==> src/rtl/lif_sched_pkg.sv <==
// Shared constants, FSM encoding and width helper for the LIF sweep scheduler.
// Default neuron count, firing threshold, leak and refractory values live here.
package lif_sched_pkg;

    localparam int DEF_N_NEURONS  = 4;
    localparam int DEF_THRESHOLD  = 200;
    localparam int DEF_LEAK_SHIFT = 1;
    localparam int DEF_REFRACT    = 2;
    localparam int DEF_FIFO_DEPTH = 4;
    localparam int REFR_W         = 4;

    // Index width for n entries; never narrower than one bit.
    function automatic int id_width(input int n);
        return (n <= 2) ? 1 : $clog2(n);
    endfunction

    localparam int DEF_ID_W = id_width(DEF_N_NEURONS);

    typedef enum logic {
        ST_IDLE,
        ST_SWEEP
    } sched_state_t;

endpackage

==> src/rtl/lif_update.sv <==
// Combinational leaky integrate-and-fire step for one virtual neuron.
// A refractory neuron is held at zero; otherwise leak, integrate and compare.
module lif_update
    import lif_sched_pkg::*;
#(
    parameter int THRESHOLD  = DEF_THRESHOLD,
    parameter int LEAK_SHIFT = DEF_LEAK_SHIFT,
    parameter int REFRACT    = DEF_REFRACT
) (
    input  logic [7:0]        state_in,
    input  logic [REFR_W-1:0] refr_in,
    input  logic [7:0]        cur_in,
    output logic [7:0]        state_out,
    output logic [REFR_W-1:0] refr_out,
    output logic              spike
);

    localparam logic [8:0]        THR       = 9'(THRESHOLD);
    localparam logic [REFR_W-1:0] REFR_INIT = REFR_W'(REFRACT);

    logic [7:0] leaked;
    logic [8:0] sum;

    always_comb begin
        leaked    = state_in - (state_in >> LEAK_SHIFT);
        sum       = {1'b0, leaked} + {1'b0, cur_in};
        state_out = sum[7:0];
        refr_out  = '0;
        spike     = 1'b0;
        if (refr_in != '0) begin
            state_out = '0;
            refr_out  = refr_in - REFR_W'(1);
        end else if (sum >= THR) begin
            spike     = 1'b1;
            state_out = '0;
            refr_out  = REFR_INIT;
        end
    end

endmodule

==> src/rtl/lif_sweep_scheduler.sv <==
// Time-multiplexed LIF neuron array: each accepted tick sweeps every neuron once,
// one per cycle, and queues spiking neuron IDs in an event FIFO.
module lif_sweep_scheduler
    import lif_sched_pkg::*;
#(
    parameter int N_NEURONS  = DEF_N_NEURONS,
    parameter int THRESHOLD  = DEF_THRESHOLD,
    parameter int LEAK_SHIFT = DEF_LEAK_SHIFT,
    parameter int REFRACT    = DEF_REFRACT,
    parameter int FIFO_DEPTH = DEF_FIFO_DEPTH,
    localparam int ID_W      = id_width(N_NEURONS)
) (
    input  logic            clk,
    input  logic            rst_n,
    input  logic            ena,
    input  logic            tick,
    input  logic            cfg_we,
    input  logic [ID_W-1:0] cfg_addr,
    input  logic [7:0]      cfg_data,
    input  logic [ID_W-1:0] obs_sel,
    output logic [7:0]      obs_state,
    output logic            spike_valid,
    input  logic            spike_ready,
    output logic [ID_W-1:0] spike_id,
    output logic            busy,
    output logic            sweep_done,
    output logic            overflow,
    output logic            tick_miss
);

    localparam int PTR_W = id_width(FIFO_DEPTH);
    localparam int CNT_W = $clog2(FIFO_DEPTH + 1);

    sched_state_t    fsm_reg, fsm_next;
    logic [ID_W-1:0] idx_reg, idx_next;
    logic            last_next;
    logic            sweep_done_reg, overflow_reg, tick_miss_reg;

    logic [7:0]        v_reg    [N_NEURONS];
    logic [REFR_W-1:0] refr_reg [N_NEURONS];
    logic [7:0]        cur_reg  [N_NEURONS];

    logic [ID_W-1:0]  fifo_reg [FIFO_DEPTH];
    logic [PTR_W-1:0] wr_ptr_reg, rd_ptr_reg;
    logic [CNT_W-1:0] count_reg;

    logic [7:0]        upd_state;
    logic [REFR_W-1:0] upd_refr;
    logic              upd_spike;
    logic              push, pop, full, do_push;

    lif_update #(
        .THRESHOLD (THRESHOLD),
        .LEAK_SHIFT(LEAK_SHIFT),
        .REFRACT   (REFRACT)
    ) u_update (
        .state_in (v_reg[idx_reg]),
        .refr_in  (refr_reg[idx_reg]),
        .cur_in   (cur_reg[idx_reg]),
        .state_out(upd_state),
        .refr_out (upd_refr),
        .spike    (upd_spike)
    );

    always_comb begin
        fsm_next  = fsm_reg;
        idx_next  = idx_reg;
        last_next = 1'b0;
        case (fsm_reg)
            ST_IDLE: begin
                if (tick && ena) begin
                    fsm_next = ST_SWEEP;
                    idx_next = '0;
                end
            end
            ST_SWEEP: begin
                idx_next = idx_reg + ID_W'(1);
                if (idx_reg == ID_W'(N_NEURONS - 1)) begin
                    fsm_next  = ST_IDLE;
                    idx_next  = '0;
                    last_next = 1'b1;
                end
            end
            default: fsm_next = ST_IDLE;
        endcase
    end

    assign busy        = (fsm_reg == ST_SWEEP);
    assign spike_valid = (count_reg != '0);
    assign full        = (count_reg == CNT_W'(FIFO_DEPTH));
    assign push        = busy && upd_spike;
    assign pop         = spike_valid && spike_ready;
    // A full FIFO still accepts an event when the head leaves in the same cycle.
    assign do_push     = push && (!full || pop);

    always_ff @(posedge clk or negedge rst_n) begin
        if (!rst_n) begin
            fsm_reg        <= ST_IDLE;
            idx_reg        <= '0;
            sweep_done_reg <= 1'b0;
            overflow_reg   <= 1'b0;
            tick_miss_reg  <= 1'b0;
            wr_ptr_reg     <= '0;
            rd_ptr_reg     <= '0;
            count_reg      <= '0;
        end else begin
            fsm_reg        <= fsm_next;
            idx_reg        <= idx_next;
            sweep_done_reg <= last_next;
            if (push && full && !pop)
                overflow_reg <= 1'b1;
            if (tick && ena && busy)
                tick_miss_reg <= 1'b1;
            if (do_push)
                wr_ptr_reg <= wr_ptr_reg + PTR_W'(1);
            if (pop)
                rd_ptr_reg <= rd_ptr_reg + PTR_W'(1);
            if (do_push && !pop)
                count_reg <= count_reg + CNT_W'(1);
            else if (!do_push && pop)
                count_reg <= count_reg - CNT_W'(1);
        end
    end

    for (genvar gi = 0; gi < N_NEURONS; gi++) begin : g_neuron
        always_ff @(posedge clk or negedge rst_n) begin
            if (!rst_n) begin
                v_reg[gi]    <= '0;
                refr_reg[gi] <= '0;
                cur_reg[gi]  <= '0;
            end else begin
                if (busy && idx_reg == ID_W'(gi)) begin
                    v_reg[gi]    <= upd_state;
                    refr_reg[gi] <= upd_refr;
                end
                if (cfg_we && cfg_addr == ID_W'(gi))
                    cur_reg[gi] <= cfg_data;
            end
        end
    end

    for (genvar gi = 0; gi < FIFO_DEPTH; gi++) begin : g_fifo
        always_ff @(posedge clk or negedge rst_n) begin
            if (!rst_n)
                fifo_reg[gi] <= '0;
            else if (do_push && wr_ptr_reg == PTR_W'(gi))
                fifo_reg[gi] <= idx_reg;
        end
    end

    assign obs_state  = v_reg[obs_sel];
    assign spike_id   = fifo_reg[rd_ptr_reg];
    assign sweep_done = sweep_done_reg;
    assign overflow   = overflow_reg;
    assign tick_miss  = tick_miss_reg;

endmodule

==> config.mk <==
export PLATFORM = sky130hd
export DESIGN_NAME = lif_sweep_scheduler
export DESIGN_NICKNAME = d
export VERILOG_FILES = /design/src/rtl/lif_sched_pkg.sv /design/src/rtl/lif_update.sv /design/src/rtl/lif_sweep_scheduler.sv
export SDC_FILE = /design/constraint.sdc
export NUM_CORES = 1
export LEC_CHECK = 0
export CAP_MARGIN = 20
export CORE_ASPECT_RATIO = 0.7
export CORE_UTILIZATION = 38
export CTS_BUF_LIST = sky130_fd_sc_hd__clkbuf_4
export DETAILED_ROUTE_END_ITERATION = 8
export HOLD_SLACK_MARGIN = 0.15
export PLACE_DENSITY = 0.57
export SLEW_MARGIN = 20
export SYNTH_ARGS = -nofsm -noshare
export SYNTH_HDL_FRONTEND = slang
export SYNTH_SLANG_ARGS = --single-unit
==> constraint.sdc <==
create_clock -name clk -period 7.2 [get_ports clk]
set_input_delay 1.44 -clock clk [delete_from_list [all_inputs] [get_ports clk]]
set_output_delay 1.44 -clock clk [all_outputs]
set_load 0.1 [all_outputs]
-- Word level (Yosys, flattened, before mapping)
Cells that the tools add are included.
- eq/ne operators: 11
- muxes and demuxes: 31
- bitwise gates (word level): 4
- multiply operators: 0
- shifts and indexed selects: 0
- divide/modulo/power cells: 0
- add/sub/neg operators: 8
- reductions and logical operators: 31
- $lt $le $gt $ge: 4
- operator list (operator ; number):
    8-bit two-way mux ; 8
    8-bit binary-select mux with 2-bit select ; 3
    1-bit logical AND ; 21
    2-bit == test, second input constant ; 6
    4-bit two-way mux ; 3
    2-bit two-way mux ; 5
    8-bit by 8-bit adder with 9-bit output ; 1
    3-bit greater-or-equal comparator, second input constant ; 3
    9-bit by 8-bit greater-or-equal comparator with 1-bit output, second input constant ; 1
    2-bit inverter with 3-bit output ; 3
    4-bit binary-select mux with 2-bit select ; 1
    8-bit by 7-bit subtractor with 8-bit output ; 1
    2-bit by 1-bit adder with 2-bit output, second input constant ; 3
    2-bit by 1-bit == test with 1-bit output, second input constant ; 3
    2-bit zero test ; 3
    1-bit two-way mux ; 6
    3-bit two-way mux ; 2
    2-bit binary-select mux with 2-bit select ; 1
    2-bit case mux with 2 select lines ; 1
    4-bit nonzero test ; 1
    4-bit by 1-bit subtractor with 4-bit output, second input constant ; 1
    3-bit by 1-bit adder with 3-bit output, second input constant ; 1
    3-bit == test, second input constant ; 1
    1-bit zero test ; 3
    other kinds (7) ; 7
- memory bits (writable): 0
- memories kept: 0
- word-level logic and storage cells: 113
- output and inout bits: 15
- input port bits: 18
- bits in latches: 0
- bits in registers: 101
- ROM bits: 0

-- Longest topological paths before layout
Gate-level depths: netlist of the first run.
- word-level depth: 15
- mapped depth: 26
- gate-level depth less buffers: 23

-- By module
Synthesis of the first run repeated with hierarchy kept, for this count alone.
- cells, all modules: 406
- area total of the unflattened synthesis: 5535.3 um2
- modules (own cells, without submodules) (module ; times used ; area each (um2) ; cells an instance ; sequential area each (um2)):
    lif_sweep_scheduler ; 1 ; 4689.5 ; 286 ; 2527.4
    lif_update ; 1 ; 845.8 ; 120 ; 0.0

-- Worst setup path after synthesis of the first run
No wires, ideal clock.
- path kind: reg-to-reg
- from: register idx_reg[0]
- to: register count_reg[2]
- setup time: 0.079 ns
- cell stages (with the launch flop): 26
- arrival time: 5.522 ns
- data required time: 7.121 ns
- clock period less this slack: 5.601 ns
- path slack: 1.599 ns
- path buffers: 3
- path through: dfrtp_1 > buf_6 > buf_1 > mux4_2 > inv_1 > ha_1 > a21o_1 > a21o_1 > a21o_1 > a21oi_1 > xnor2_1 > ha_1 > buf_2 > and3_1 > a221oi_2 > xnor2_2 > o311ai_2 > o21bai_4 > nand3_2 > inv_1 > ha_1 > inv_1 > fa_1 > xor2_1 > nor2_1 > xor2_1
- cells in the longest elaborated chain, start to end: 14
- elaborated cells between the ends (all ways): 23
- classes of those cells: add/sub: 2; order compare: 1; mux: 12; bitwise: 1; reduce/logical: 7
- RTL lines (element ; line ; RTL):
    start: declaration ; lif_sweep_scheduler.sv:35 ; logic [ID_W-1:0] idx_reg, idx_next;
    start signal: assignment ; lif_sweep_scheduler.sv:108 ; idx_reg <= idx_next;
    2-bit inverter with 3-bit output (not written as such) * ; lif_sweep_scheduler.sv:57, lif_sweep_scheduler.sv:58, lif_sweep_scheduler.sv:59 ;
    8-bit binary-select mux with 2-bit select ; lif_sweep_scheduler.sv:57 ; .state_in (v_reg[idx_reg]),
    8-bit two-way mux (not written as such) (2 in series) ; lif_sweep_scheduler.sv:57 ;
    8-bit by 7-bit subtractor with 8-bit output ; lif_update.sv:25 ; leaked = state_in - (state_in >> LEAK_SHIFT);
    8-bit by 8-bit adder with 9-bit output ; lif_update.sv:26 ; sum = {1'b0, leaked} + {1'b0, cur_in};
    9-bit by 8-bit greater-or-equal comparator with 1-bit output ; lif_update.sv:33 ; end else if (sum >= THR) begin
    1-bit two-way mux ; lif_update.sv:33 ;
    1-bit two-way mux * ; lif_update.sv:30 ; if (refr_in != '0) begin
    1-bit logical AND * ; lif_sweep_scheduler.sv:91 ; assign push = busy && upd_spike;
    1-bit logical AND * ; lif_sweep_scheduler.sv:94 ; assign do_push = push && (!full || pop);
    net do_push ; lif_sweep_scheduler.sv:50 ; logic push, pop, full, do_push;
    1-bit zero test ; lif_sweep_scheduler.sv:120 ; else if (!do_push && pop)
    1-bit logical AND ; lif_sweep_scheduler.sv:120 ;
    2-bit nonzero test (no source line) ; - ;
    end signal: assignment ; lif_sweep_scheduler.sv:119 ; count_reg <= count_reg + CNT_W'(1);
    end signal: assignment ; lif_sweep_scheduler.sv:121 ; count_reg <= count_reg - CNT_W'(1);
    end: declaration ; lif_sweep_scheduler.sv:45 ; logic [CNT_W-1:0] count_reg;
The timed path passes the listed nets; every way through them passes the cells marked *. The select of a mux whose other input is x is not followed.
A chain may end at the register's enable or synchronous reset.

-- Worst setup path in the final report of the first run
Ends and elaborated chain as after synthesis.

==> results.py, run 1 <==
metrics = {
    "run_status": {
        "status": "completed",
    },
    "synthesis": {
        "syn-num-nets": 459,
        "synth_top_flop_cell": "dfrtp_1",
        "synth.ff_latch_count": 101,
        "async_flop_share_pct": 100,
        "synthCells": 412,
        "synth_seq_area_share_pct": 46.5,
        "yosys.area_share.simple_pct": 7.41,
        "synth-edff-count": 0,
        "synth_area_per_cell_um2": 13.2,
        "synth_top_area_cell": "dfrtp_1",
        "synth.most_common_cell": "dfrtp_1",
        "synth_compound_area_share_pct": 11.5,
        "yosys.area_share.adder_pct": 7.09,
        "synth_area_leaders": "dfrtp_1 46%, mux4_2 11%, mux2_2 6.8%",
        "synthMuxAreaShare_pct": 21.5,
        "synth.distinct_cells": 49,
        "synth_top_area_share_pct": 46.5,
        "synth_top_family_by_area": "multiplexers",
        "synth-xor-area-share_pct": 3.04,
        "synth_area_um2": 5440,
        "yosys_warnings": 0,
        "ys_top_cells_by_count": "101 x dfrtp_1, 33 x mux2_2, 30 x nand2_1",
    },
    "cells_and_area": {
        "stdcell_count": 639,
        "fillers": 1287,
        "nNetsFinal": 491,
        "area_delta_synth_final_pct": 12.2,
        "drive_gt1_share_pct": 22.9,
        "diodes": 0,
    },
    "critical_path": {
        "slowest_stage": "mux4_2",
        "worst-path-max-fanout": 17,
        "regToRegStartpoint": "idx_reg[0]",
        "start_kind": "register",
        "rr_worst_depth": 23,
        "end_kind": "register",
        "crit_required_ns": 7.61,
        "crit_path_end": "count_reg[2]",
        "critical_path_class": "reg -> reg",
        "critPathMaxStageDelay_ns": 0.57,
        "path_cells": "buf_4 > mux4_2 > inv_1 > ha_1 > a21o_1 > a21o_1 > a21o_1 > a21oi_1 > xnor2_1 > ha_1 > and3_1 > a221oi_2 > xnor2_2 > o311ai_2 > o21bai_4 > nand3_2 > inv_1 > ha_1 > inv_1 > fa_1 > xor2_1 > nor2_1 > xor2_1",
        "crit_start": "idx_reg[0]",
        "reg2reg_to": "count_reg[2]",
        "cp.arrival_ns": 5.99,
        "reg2reg_slack_ns": 1.62,
    },
    "die": {
        "dieHeight_um": 102,
        "die-area_um2": 14800,
        "io_pins": 33,
        "die_width_um": 145,
        "rows": 36,
        "start_util_pct": 39.0,
        "core_um2": 14000,
    },
    "timing": {
        "setup_viol": 0,
        "finalWorstPathRequiredPeriod_ns": 5.58,
        "drv_slew": 0,
        "final.setup.tns_ns": 0,
        "tightest_slew_ns": 0.973,
        "finClkSkew_ns": 0.0215,
        "grt_setup_unrepaired": "false",
        "hold_viol": 0,
        "max_freq_mhz": 179,
        "slew-limit-headroom_pct": 34.9,
        "fin_crit_sh_pct": 77.5,
    },
    "detailed_routing": {
        "met2_length_um": 5010,
        "routedWlPerCell_um": 17.9,
        "top_layer": "met4",
        "drt-met1-wl_um": 5850,
        "ant_nets": 0,
        "vias_per_cell": 5.36,
        "drtIter0Drc": 203,
        "route.met3.wl_um": 490,
        "dr.pass1.iters": 4,
        "route.final.wire_length_um": 11500,
        "route.detailed.drc": 0,
        "num_vias": 3422,
    },
    "clocking": {
        "path_clk_slew_ns": 0.17,
        "clk_latency_ns": 0.47,
        "cts_resized": 0,
        "clockRootBuffer": "clkbuf_4",
        "ctsHoldBuffers": 0,
        "cts_max_path_buffers": 2,
        "tritoncts.num_buffers": 9,
        "cts_tree": "yes",
        "cts_htree_levels": 3,
        "clock_sinks": 101,
        "post-cts-setup-buffer-count": 0,
    },
    "global_routing": {
        "antenna_found_initial": 0,
        "grt_pass1_vias": 3531,
        "grt_max_degree": 52,
        "gr-total-overflow": 0,
        "track_usage_pct": 16.8,
        "grt_pass1_wl_um": 19200,
    },
    "placement": {
        "port_buffers": 32,
        "hpwl_um": 8210,
        "place_congestion": 0.798,
        "place_inst": 623,
    },
    "hold_path": {
        "hold_path.class": "reg -> reg",
    },
    "flow_run": {
        "drv_cap": 0,
    },
}
critical path, delay by kind of cell, from the launching register on:
family | cells | cell delay, ns
AO/OA/AOI/OAI | 7 | 1.65
adder cells (fa/ha/maj) | 4 | 1.18
XOR/XNOR | 4 | 0.63
buffers and inverters | 4 | 0.57
multiplexers | 1 | 0.57
AND/OR/NAND/NOR | 3 | 0.52
flip-flops | 1 | 0.38
layout make-up:
type | instances | area [um2] | share of cell area, %
multi-input cells | 273 | 2750 | 45.1
flip-flops and latches | 101 | 2530 | 41.4
repair buffers | 37 | 355 | 5.82
well taps | 190 | 238 | 3.90
inverters | 22 | 82.6 | 1.35
clock inverters | 7 | 80.1 | 1.31
clock buffers | 9 | 67.6 | 1.11
layout by cell type, fill, tap and decap left out, types with 5 or more instances in the layout:
master,Yosys,final
dfrtp_1,101,101
a21o_1,6,6
a22o_1,28,28
ha_1,26,26
clkbuf_4,0,9
mux2_2,33,33
nand2_1,30,30
mux2_1,9,9
a21oi_1,10,10
o21ai_0,21,21
inv_1,22,22
clkdlybuf4s50_1,0,31
xor2_1,7,7
mux4_2,27,27
buf_4,0,6
nor2_1,7,7
xnor2_1,10,10
nand2b_1,5,5
routing by layer:
metal	global-route usage, %	vias to the layer above
met5	0	-
met4	4.17	0
met3	3.79	13
met2	25.9	80
met1	24.2	1734
li1	-	1595
logic make-up after synthesis:
group / after synthesis
adders and majority gates: 29
muxes: 73
xor gates and xnor gates: 18
DFF: 101
buffers and inverters: 38
AOI/OAI and AO/OA: 85
and+or+nand+nor: 68
metrics by stage:
| step | utilization, % | instance area, um2 | setup slack [ns] | hold WS [ns] |
|---|---|---|---|---|
| final | 43.7 | 6100 | 1.62 | 0.490 |
| after floorplan | - | 5440 | 1.60 | 0.440 |
| after global routing | 43.7 | 6100 | 1.15 | 0.519 |
| after detailed placement | 42.6 | 5950 | 1.62 | 0.459 |
| after global placement | 42.6 | 5950 | 1.83 | 0.451 |
| after CTS | 43.7 | 6100 | 1.57 | 0.497 |
worst min-delay path by stage:
stage / startpoint / cells after the start / slack [ns] / endpoint
6_report: tick_miss / 1 / 0.49 / tick_miss
5_1_grt: refr_reg[6] / 2 / 0.52 / refr_reg[6]
4_1_cts: tick_miss / 1 / 0.50 / tick_miss
3_5_place_dp: tick_miss / 1 / 0.46 / tick_miss
3_3_place_gp: tick_miss / 1 / 0.45 / tick_miss
2_1_floorplan: refr_reg[8] / 2 / 0.44 / refr_reg[8]
Power of run 1 is not shown: default switching activity piles up to over one toggle a cycle in this logic, so the estimate is an artifact.
==> run 2, diff against run 1 <==
==> constraint.sdc (replaced) <==
create_clock -name clk -period 5.8 [get_ports clk]
set_input_delay 1.16 -clock clk [delete_from_list [all_inputs] [get_ports clk]]
set_output_delay 1.16 -clock clk [all_outputs]
set_load 0.1 [all_outputs]
==> run 2 against run 1 <==
Effect of this change: fmax rose by 4.3%; setup slack got worse by 1.2 ns; cell count is 0.31% lower; worst hold slack lost 0.0051 ns; utilization decreased by 0.36 points; register-to-register slack worse by 1.2 ns; critical path type unchanged; wire length increased by 1.1%; sequential share of layout area increased by 0.36 points; critical endpoint unchanged; critical path depth decreased by 1; via count grew 1.5%; flip-flop and latch count is the same.
==> results.py, run 2 (same netlist as run 1, synthesis figures left out) <==
metrics = {
    "clocking": {
        "cts_max_path_buffers": 2,
        "path_clk_slew_ns": 0.15,
        "post-cts-setup-buffer-count": 0,
        "clock_sinks": 101,
        "cts_htree_levels": 3,
        "clk_latency_ns": 0.47,
        "cts_tree": "yes",
        "tritoncts.num_buffers": 9,
        "clockRootBuffer": "clkbuf_4",
        "ctsHoldBuffers": 0,
    },
    "global_routing": {
        "track_usage_pct": 16.8,
        "grt_max_degree": 53,
        "antenna_found_initial": 1,
        "grt_pass1_vias": 3557,
        "gr-total-overflow": 0,
        "grt_pass1_wl_um": 19100,
    },
    "hold_path": {
        "hold_path.class": "reg -> reg",
        "hold_depth": 1,
        "holdPathEnd": "tick_miss",
        "min_from": "tick_miss",
    },
    "critical_path": {
        "start_kind": "register",
        "critical_path_class": "reg -> reg",
        "end_kind": "register",
        "regToRegStartpoint": "idx_reg[0]",
        "reg2reg_slack_ns": 0.45,
        "crit_required_ns": 6.19,
        "worst-path-max-fanout": 9,
        "rr_worst_depth": 22,
        "cp.arrival_ns": 5.74,
        "reg2reg_to": "count_reg[2]",
    },
    "die": {
        "core_um2": 14000,
        "rows": 36,
        "die-area_um2": 14800,
        "start_util_pct": 39.0,
        "dieHeight_um": 102,
        "die_width_um": 145,
        "io_pins": 33,
    },
    "cells_and_area": {
        "area_delta_synth_final_pct": 11.3,
        "layout_commonest_cell": "dfrtp_1",
        "seqCellArea_um2": 2530,
        "diodes": 0,
        "fillers": 1304,
        "nNetsFinal": 491,
        "fin_area_um2": 6050,
        "multi_input_area_um2": 2750,
        "drive_gt1_share_pct": 22.4,
        "final_core_utilization_pct": 43.3,
        "final_cell_mix": "100 x dfrtp_1, 33 x mux2_2, 31 x clkdlybuf4s50_1",
    },
    "run_status": {
        "status": "completed",
    },
    "detailed_routing": {
        "vias_per_cell": 5.45,
        "route.final.wire_length_um": 11600,
        "drtIter0Drc": 178,
        "ant_nets": 0,
        "route.detailed.drc": 0,
        "dr.pass1.iters": 5,
        "num_vias": 3472,
        "routedWlPerCell_um": 18.2,
    },
    "timing": {
        "max_freq_mhz": 187,
        "final.setup.tns_ns": 0,
        "hold_viol": 0,
        "finClkSkew_ns": 0.0320,
        "grt_setup_unrepaired": "false",
        "setup_viol": 0,
        "slew-limit-headroom_pct": 34.9,
        "fin_crit_sh_pct": 92.2,
        "tightest_slew_ns": 0.974,
        "drv_slew": 0,
        "finalWorstPathRequiredPeriod_ns": 5.35,
    },
    "placement": {
        "place_area_um2": 5950,
        "place_congestion": 0.839,
        "hpwl_um": 8460,
        "port_buffers": 32,
    },
    "flow_run": {
        "drv_cap": 0,
    },
}
==> run 2: cell types whose count changed in the layout (fill, tap and decap cells not counted) <==
cell / delta
clkinv_2: +1
clkinv_1: +2
inv_6: -3
dfrtp_1: -1
bufinv_16: -1
dfrtp_2: +1
clkinvlp_4: -1
==> run 2: area by class of cell <==
class	count	area share (%)
timing repair buffer	37	5.87
tap	190	3.93
clock buffer	9	1.12
sequential	101	41.8
inverter	22	1.36
multi-input combinational	273	45.5
clock inverter	5	0.476
==> run 2: per-layer routing <==
metal | global-route usage (%) | wire length (um)
met1 | 23.8 | 5510
met2 | 25.7 | 5180
met3 | 4.51 | 783
met4 | 4.42 | 107
met5 | 0 | 0
==> run 2: worst max-delay path by stage <==
stage	startpoint	to	slack (ns)	depth (start not counted)
after CTS	idx_reg[0]	count_reg[2]	0.24	22
after detailed placement	idx_reg[0]	count_reg[2]	0.28	22
after global routing	idx_reg[0]	count_reg[2]	0.08	22
after global placement	idx_reg[0]	count_reg[2]	0.40	22
after floorplan	idx_reg[0]	count_reg[2]	0.20	25
final	idx_reg[0]	count_reg[2]	0.45	22
==> run 2: repair_timing <==
action | in CTS | in global routing
endpoints found under the setup margin | 0 | 1
resized for setup | 0 | 1
hold endpoints to repair | 0 | 0
==> run 2: critical path, cell delays in order (launching register included) <==
cell and delay, ns:
dfrtp_2 0.54, mux4_2 0.57, inv_1 0.13, ha_1 0.24, a21o_1 0.15, a21o_1 0.19
a21o_1 0.18, a21oi_1 0.20, xnor2_1 0.10, ha_1 0.42, and3_1 0.26, a221oi_2 0.34
xnor2_2 0.21, o311ai_2 0.23, o21bai_4 0.30, nand3_2 0.14, inv_1 0.08, ha_1 0.17
inv_1 0.06, fa_1 0.37, xor2_1 0.16, nor2_1 0.11, xor2_1 0.14
==> run 2: per-stage QoR <==
step | cells | hold WS [ns] | worst slack [ns]
detailed placement | 623 | 0.455 | 0.281
floorplan | 412 | 0.440 | 0.199
global route | 637 | 0.510 | 0.0773
global placement | 623 | 0.449 | 0.400
finish | 637 | 0.485 | 0.452
CTS | 637 | 0.489 | 0.243
Power of run 2 is left out for the same reason.
==> run 3, diff against run 2 <==
--- a/config.mk
+++ b/config.mk
@@ -12,6 +12,7 @@
 export DETAILED_ROUTE_END_ITERATION = 8
 export HOLD_SLACK_MARGIN = 0.15
 export PLACE_DENSITY = 0.57
+export SKIP_LAST_GASP = 1
 export SLEW_MARGIN = 20
 export SYNTH_ARGS = -nofsm -noshare
 export SYNTH_HDL_FRONTEND = slang
==> constraint.sdc (replaced) <==
create_clock -name clk -period 5.7 [get_ports clk]
set_input_delay 1.14 -clock clk [delete_from_list [all_inputs] [get_ports clk]]
set_output_delay 1.14 -clock clk [all_outputs]
set_load 0.1 [all_outputs]
==> run 3 against run 2 <==
Effect of this change: via count down 0.29%; sequential share of layout area down 0.44 points; global-route usage up 0.68 points; utilization is 0.46 points higher; critical endpoint unchanged; first-iteration DRC count shrank 12%; worst hold slack improved by 0.0060 ns; clock skew fell by 0.0088 ns.
==> results.py, run 3 (same netlist as run 1, synthesis figures left out) <==
metrics = {
    "timing": {
        "final.setup.tns_ns": 0,
        "slew-limit-headroom_pct": 34.7,
        "grt_setup_unrepaired": "false",
        "finalWorstPathRequiredPeriod_ns": 5.24,
        "setup_viol": 0,
        "drv_slew": 0,
        "holdWs_ns": 0.491,
        "fin_crit_sh_pct": 91.9,
        "max_freq_mhz": 191,
        "finClkSkew_ns": 0.0232,
        "hold_viol": 0,
        "setup_ws_ns": 0.463,
        "tightest_slew_ns": 0.976,
    },
    "cells_and_area": {
        "area_delta_synth_final_pct": 12.4,
        "final_cell_mix": "100 x dfrtp_1, 33 x mux2_2, 30 x nand2_1",
        "layout_commonest_cell": "dfrtp_1",
        "diodes": 0,
        "drive_gt1_share_pct": 24.5,
        "nNetsFinal": 495,
        "fin_area_um2": 6120,
    },
    "die": {
        "die-area_um2": 14800,
        "die_width_um": 145,
        "dieHeight_um": 102,
        "start_util_pct": 39.0,
        "core_um2": 14000,
        "rows": 36,
        "io_pins": 33,
    },
    "global_routing": {
        "antenna_found_initial": 0,
        "grt_pass1_vias": 3693,
        "grt_pass1_wl_um": 19900,
        "grt_max_degree": 52,
        "track_usage_pct": 17.5,
        "gr-total-overflow": 0,
    },
    "detailed_routing": {
        "ant_nets": 0,
        "route.final.wire_length_um": 11500,
        "num_vias": 3462,
        "routedWlPerCell_um": 17.9,
        "route.detailed.drc": 0,
        "drtIter0Drc": 156,
        "vias_per_cell": 5.38,
        "dr.pass1.iters": 4,
    },
    "critical_path": {
        "worst-path-max-fanout": 6,
        "rr_worst_depth": 23,
        "critical_path_class": "reg -> reg",
        "path_cells": "buf_4 > mux4_2 > inv_1 > ha_1 > inv_1 > fa_1 > a21o_1 > a21oi_1 > xnor2_1 > ha_1 > a21o_1 > a221oi_2 > xnor2_2 > o311ai_2 > o21bai_4 > nand3_2 > inv_1 > ha_1 > inv_1 > fa_1 > xor2_1 > nor2_1 > xor2_1",
        "crit_start": "idx_reg[0]",
        "path_delay_family": "compound AO/OA/AOI/OAI gates",
        "reg2reg_to": "count_reg[2]",
        "crit_path_end": "count_reg[2]",
        "start_kind": "register",
        "slowest_stage": "dfrtp_2",
        "cp_num_cells": 23,
        "regToRegStartpoint": "idx_reg[0]",
        "cp.arrival_ns": 5.63,
        "crit_top_cell": "inv_1",
        "end_kind": "register",
        "critPathMaxStageDelay_ns": 0.47,
        "cp.buffers_inverters": 5,
        "reg2reg_slack_ns": 0.46,
        "crit_required_ns": 6.10,
    },
    "clocking": {
        "tritoncts.num_buffers": 9,
        "path_clk_slew_ns": 0.18,
        "cts_htree_levels": 3,
        "ctsHoldBuffers": 0,
        "cts_tree": "yes",
        "cts_max_path_buffers": 2,
        "clk_latency_ns": 0.47,
        "clockRootBuffer": "clkbuf_4",
        "clock_sinks": 101,
    },
    "placement": {
        "dpl_worst_slack_ns": 0.275,
        "port_buffers": 32,
        "hpwl_um": 8270,
        "place_congestion": 0.824,
        "place_area_um2": 5950,
    },
    "run_status": {
        "status": "completed",
    },
    "hold_path": {
        "hold_path.class": "reg -> reg",
    },
    "flow_run": {
        "drv_cap": 0,
    },
}
-- run 3: changes by cell type in the layout (fill, tap and decap cells not counted) --
cell	change
buf_6	+1
clkinv_4	+3
clkinv_2	-1
inv_8	+2
clkinv_1	-2
clkinvlp_4	-1
clkdlybuf4s50_1	-3
buf_4	+6
inv_6	+1
-- run 3: layout make-up --
| type | instances | area (um2) |
|---|---|---|
| Clock inverter | 7 | 66.3 |
| Fill cell | 1310 | 7850 |
| Clock buffer | 9 | 67.6 |
| Sequential cell | 101 | 2530 |
| Tap cell | 190 | 238 |
| Multi-Input combinational cell | 273 | 2750 |
| Timing Repair Buffer | 41 | 382 |
| Inverter | 22 | 82.6 |
-- run 3: metal layers --
| layer | vias to the layer above | part of all wire (%) | track usage [%] |
|---|---|---|---|
| met5 | - | 0 | 0 |
| met4 | 0 | 0.85 | 4.34 |
| met3 | 10 | 4.9 | 4.15 |
| met2 | 71 | 45 | 27.1 |
| met1 | 1770 | 49 | 24.9 |
| li1 | 1611 | - | - |
-- run 3: per-stage QoR --
step | std cells | util [%]
CTS | 639 | 43.5
floorplan | 412 | -
global placement | 623 | 42.6
global route | 643 | 43.8
finish | 643 | 43.8
detailed placement | 623 | 42.6
-- run 3: how the worst min path moves through the flow --
stage | from | endpoint | cells after the start
finish | tick_miss | tick_miss | 1
global route | tick_miss | tick_miss | 1
CTS | count_reg[2] | count_reg[2] | 1
detailed placement | refr_reg[8] | refr_reg[8] | 2
global placement | tick_miss | tick_miss | 1
floorplan | refr_reg[8] | refr_reg[8] | 2
-- run 3: repair_timing --
item,CTS,global route
buffers inserted,0,4
endpoints found under the setup margin,0,2
resized for setup,0,2
Power of run 3 is left out for the same reason.
